===== src/rtl/seg7_count_ctrl.sv =====
// Push-button sequencer producing a held signed count (-9..+9) for the seven-segment decoder.
// Build option: define SEG7_CTRL_WRAP_EN to wrap at the limits instead of saturating.
module seg7_count_ctrl #(
  parameter int HOLD_CYCLES   = 25_000_000,
  parameter int REPEAT_CYCLES = 5_000_000
) (
  input  logic       clk,
  input  logic       rst_n,
  input  logic       up_btn,
  input  logic       dn_btn,
  input  logic       clr,
  output logic [4:0] bcd,
  output logic       step,
  output logic       at_lim
);

  localparam int TMAX = (HOLD_CYCLES > REPEAT_CYCLES) ? HOLD_CYCLES : REPEAT_CYCLES;
  localparam int TW   = $clog2(TMAX);

  localparam logic [1:0] S_IDLE   = 2'd0;
  localparam logic [1:0] S_FIRST  = 2'd1;
  localparam logic [1:0] S_REPEAT = 2'd2;

  logic              r_up_s1, r_up_s2, r_dn_s1, r_dn_s2;
  logic [1:0]        r_state, w_state_nx;
  logic [TW-1:0]     r_timer, w_timer_nx;
  logic              r_dir, w_dir_nx;
  logic              r_lock, w_lock_nx;
  logic signed [4:0] r_bcd, w_bcd_nx;
  logic              r_step, r_at_lim;
  logic              w_req_up, w_req_dn, w_req, w_do_step;

  // One +1/-1 move, bounded at +/-9 either by wrapping or by holding the value.
  function automatic logic signed [4:0] f_bound_step(input logic signed [4:0] v, input logic up);
`ifdef SEG7_CTRL_WRAP_EN
    if (up) return (v == 5'sd9)  ? -5'sd9 : v + 5'sd1;
    else    return (v == -5'sd9) ? 5'sd9  : v - 5'sd1;
`else
    if (up) return (v == 5'sd9)  ? v : v + 5'sd1;
    else    return (v == -5'sd9) ? v : v - 5'sd1;
`endif
  endfunction

  always_ff @(posedge clk or negedge rst_n) begin
    if (!rst_n) begin
      r_up_s1 <= 1'b0;
      r_up_s2 <= 1'b0;
      r_dn_s1 <= 1'b0;
      r_dn_s2 <= 1'b0;
    end else begin
      r_up_s1 <= up_btn;
      r_up_s2 <= r_up_s1;
      r_dn_s1 <= dn_btn;
      r_dn_s2 <= r_dn_s1;
    end
  end

  // The lockout keeps a button held through clr from stepping until it is released.
  assign w_req_up = r_up_s2 & ~r_dn_s2 & ~r_lock;
  assign w_req_dn = r_dn_s2 & ~r_up_s2 & ~r_lock;
  assign w_req    = w_req_up | w_req_dn;

  always_comb begin
    w_state_nx = r_state;
    w_timer_nx = r_timer;
    w_dir_nx   = r_dir;
    w_lock_nx  = r_lock & (r_up_s2 | r_dn_s2);
    w_do_step  = 1'b0;
    w_bcd_nx   = r_bcd;
    if (clr) begin
      w_state_nx = S_IDLE;
      w_timer_nx = '0;
      w_lock_nx  = 1'b1;
      w_bcd_nx   = 5'sd0;
    end else begin
      case (r_state)
        S_IDLE: begin
          if (w_req) begin
            w_do_step  = 1'b1;
            w_timer_nx = TW'(HOLD_CYCLES - 1);
            w_dir_nx   = w_req_up;
            w_state_nx = S_FIRST;
          end
        end
        S_FIRST, S_REPEAT: begin
          if (!w_req || (w_req_up != r_dir)) begin
            w_state_nx = S_IDLE;
            w_timer_nx = '0;
          end else if (r_timer == '0) begin
            w_do_step  = 1'b1;
            w_timer_nx = TW'(REPEAT_CYCLES - 1);
            w_state_nx = S_REPEAT;
          end else begin
            w_timer_nx = r_timer - TW'(1);
          end
        end
        default: begin
          w_state_nx = S_IDLE;
          w_timer_nx = '0;
        end
      endcase
      if (w_do_step) w_bcd_nx = f_bound_step(r_bcd, w_req_up);
    end
  end

  always_ff @(posedge clk or negedge rst_n) begin
    if (!rst_n) begin
      r_state  <= S_IDLE;
      r_timer  <= '0;
      r_dir    <= 1'b0;
      r_lock   <= 1'b0;
      r_bcd    <= 5'sd0;
      r_step   <= 1'b0;
      r_at_lim <= 1'b0;
    end else begin
      r_state  <= w_state_nx;
      r_timer  <= w_timer_nx;
      r_dir    <= w_dir_nx;
      r_lock   <= w_lock_nx;
      r_bcd    <= w_bcd_nx;
      r_step   <= (w_bcd_nx != r_bcd);
      r_at_lim <= (w_bcd_nx == 5'sd9) || (w_bcd_nx == -5'sd9);
    end
  end

  assign bcd    = r_bcd;
  assign step   = r_step;
  assign at_lim = r_at_lim;

endmodule


===== config.mk =====
export PLATFORM = sky130hd
export DESIGN_NAME = seg7_count_ctrl
export DESIGN_NICKNAME = d
export VERILOG_FILES = /design/src/rtl/seg7_count_ctrl.sv
export SDC_FILE = /design/constraint.sdc
export NUM_CORES = 1
export LEC_CHECK = 0
export CELL_PAD_IN_SITES_DETAIL_PLACEMENT = 0
export CELL_PAD_IN_SITES_GLOBAL_PLACEMENT = 1
export CORE_MARGIN = 4
export CORE_UTILIZATION = 30
export CTS_CLUSTER_DIAMETER = 50
export DETAILED_ROUTE_END_ITERATION = 7
export PLACE_DENSITY_LB_ADDON = 0.25
export RECOVER_POWER = 25
export SYNTH_ARGS = -nofsm -noshare
export SYNTH_HDL_FRONTEND = slang
export SYNTH_SLANG_ARGS = --single-unit

===== constraint.sdc =====
create_clock -name clk -period 2.6 [get_ports clk]
set_clock_uncertainty 0.1 [all_clocks]
set_input_delay 0.52 -clock clk [delete_from_list [all_inputs] [get_ports clk]]
set_output_delay 0.52 -clock clk [all_outputs]
set_load 0.01 [all_outputs]

==> flow_summary.ini <==
[clock_tree]
root_buffer = clkbuf_8
cts_max_level = 2
clock_latency_ns = 0.29
clock_sinks = 40
clk_path_buf_depth = 2
cts_made_buffers = 5
cts_tree = done
cts.clk_slew.worst_paths_ns = 0.08

[floorplanning]
dieArea_um2 = 9370
fp.dieW_um = 96.8
io_pins = 12
row_count = 32
fp.dieH_um = 96.8
core_um2 = 7690
start_util_pct = 30.8

[global_routing]
grt-ovfl-total = 0
grt_pass1_wl_um = 11000
antenna_found_initial = 0
grt_start_max_net_pins = 22
grt_pass1_vias = 2220
grtUsageTotal_pct = 14.2

[logic_synthesis]
yosysWarnings = 0
synthCells = 261
synth_ff_type = dfrtp_1
synth_area_leaders = dfrtp_1 42%, o21ai_0 6.1%, nand2_1 4.1%
ys_ff_latch = 40
synth_area_um2 = 2360
synth_enable_flop_cells = 0
syn_avg_cell_area_um2 = 9.06
synth_common_cells = 40 x dfrtp_1, 29 x o21ai_0, 26 x nand2_1, 23 x nor2_1, 13 x a21oi_1
synth.distinct_cells = 50
synth_top_area_share_pct = 42.3
yosysSeqAreaShare_pct = 42.3
syn-num-nets = 273
synthArstFlopShare_pct = 100
synth_most_common_cell = dfrtp_1
yosysTopAreaCell = dfrtp_1

[setup_path]
worstSetupPathType = reg -> reg
reg2reg_depth = 12
worst-endpoint-arrival_ns = 2.96
startpoint_type = flop
critPathMaxFanout = 4
end_kind = flop
crit_required_ns = 2.68

[layout]
nets = 341
area_delta_synth_final_pct = 32.6
n_antenna_cell = 0
final_layout_size_suffix_gt1_share_pct = 26.1
layout.cells.non_filler = 432

[timing]
grt_setup_unrepaired = yes
post-route-period-util_pct = 110
worst_slew_pin_slew_ns = 0.837
fmax_mhz = 348
finalCriticalPeriod_ns = 2.87
finalMaxSlewViolations = 0
setup-violations-final = 3
hold_viol_final = 0
fin_ws_ns = -0.273
max_slew_margin_pct = 44.2

[route]
first_pass_iters = 4
drc = 0
routed_wl_um = 6510
ant_nets = 0
wl_per_cell_um = 15.1
vias = 2275
vias_per_cell = 5.27
first_iter_violations = 88

[power_and_ir_drop]
vdd_drop_max_v = 0.000308
p_leak_uw = 0.00144
p_total_uw = 2430
power_density_nw_per_um2 = 776

[outcome]
violations = setup timing
outcome = complete, but fails checks

[run]
maxCapViolations = 0

[placement]
place_hpwl_um = 4810
gp_congestion = 0.852
portBuffers = 11
placed_cells = 420

[hold_path]
hold_path.class = in -> async
## registers in the layout, summed over array words and instances, names as in the netlist
register  flops
r_timer      25
r_dir         1
r_dn_s1       1
r_up_s1       1
r_state       2
at_lim        1
r_up_s2       1
bcd           5
step          1
r_dn_s2       1
r_lock        1
## cells by family (layout without fill, tap and decap cells)
group / after synthesis / in the layout / synth area share [%]
xor+xnor: 4 / 4 / 1.48
fa+ha+maj: 7 / 7 / 3.70
mux: 5 / 5 / 2.22
compound gates: 76 / 76 / 21.3
buf+inv: 19 / 88 / 3.44
simple gates: 110 / 110 / 25.5
flops: 40 / 40 / 42.3
## worst paths after layout
path                            endpoint  slack, ns  startpoint
worst min register to register   r_dn_s2       0.25     r_dn_s1
worst max-delay path                step      -0.27  r_timer[1]
max in group asynchronous        r_up_s1       1.17       rst_n
min in group clk                 r_dn_s2       0.25     r_dn_s1
worst max register to register      step      -0.27  r_timer[1]
worst min-delay path              bcd[1]       0.19       rst_n
## critical path, stage by stage (launching register included)
cell	delay [ns]
dfrtp_1	0.39
inv_2	0.06
ha_2	0.16
or3b_4	0.38
or4_4	0.44
o41ai_4	0.22
buf_4	0.19
buf_4	0.11
buf_4	0.10
nand4b_1	0.14
a31oi_2	0.28
xnor2_1	0.14
nand2_1	0.06
## layer usage
layer | GRT usage [%] | wire (um) | share of wire [%]
met5 | 0 | 0 | 0
met4 | 4.32 | 102 | 1.6
met3 | 2.31 | 180 | 2.8
met2 | 23.8 | 3150 | 48
met1 | 18.7 | 3070 | 47
## cells in the final DEF, fill, tap and decap left out, types with 4 or more instances in the layout
cell type / count
nor3b_1: 4
clkdlybuf4s50_1: 10
nor4_1: 6
a21oi_1: 12
clkbuf_8: 6
nand2_1: 26
nor2_1: 23
o211a_1: 5
buf_4: 56
nand3_1: 7
inv_1: 9
dfrtp_1: 40
ha_1: 6
o21ai_0: 27
nor3_1: 9
o211ai_1: 6
clkbuf_1: 4
## stage by stage
stage	hold slack, ns	area, um^2	worst slack (ns)	setup TNS [ns]	util (%)
after CTS	0.0312	3090	-0.215	-0.424	40.2
after global placement	0.232	2980	-0.228	-0.299	38.8
final	0.194	3140	-0.273	-0.663	40.8
after detailed placement	0.236	2980	-0.241	-0.342	38.8
after floorplan	0.124	2370	-0.124	-0.124	-
after global routing	0.258	3140	-0.373	-1.06	40.8
## power breakdown
group / total [uW] / internal, uW / leakage, uW / switching (uW)
registers: 777 / 708 / 0.000534 / 68.5
clock network: 435 / 217 / 0.0000455 / 218
logic: 1220 / 601 / 0.000857 / 619
## layout make-up
| cell class | count | area, um^2 |
|---|---|---|
| clock buffers | 8 | 90.1 |
| multi-input cells | 202 | 1320 |
| flip-flops and latches | 40 | 1000 |
| well taps | 102 | 128 |
| inverters | 10 | 37.5 |
| repair buffers | 70 | 559 |
| fillers | 817 | 4550 |
## timing repair
| action | in CTS | in global routing |
|---|---|---|
| pin swaps | 2 | 7 |
| setup endpoints to repair | 3 | 8 |
| gates resized for setup | 1 | 10 |
| hold buffers | 0 | 0 |
| buffers inserted | 2 | 3 |
No activity file was read; power rests on OpenSTA's default activity.
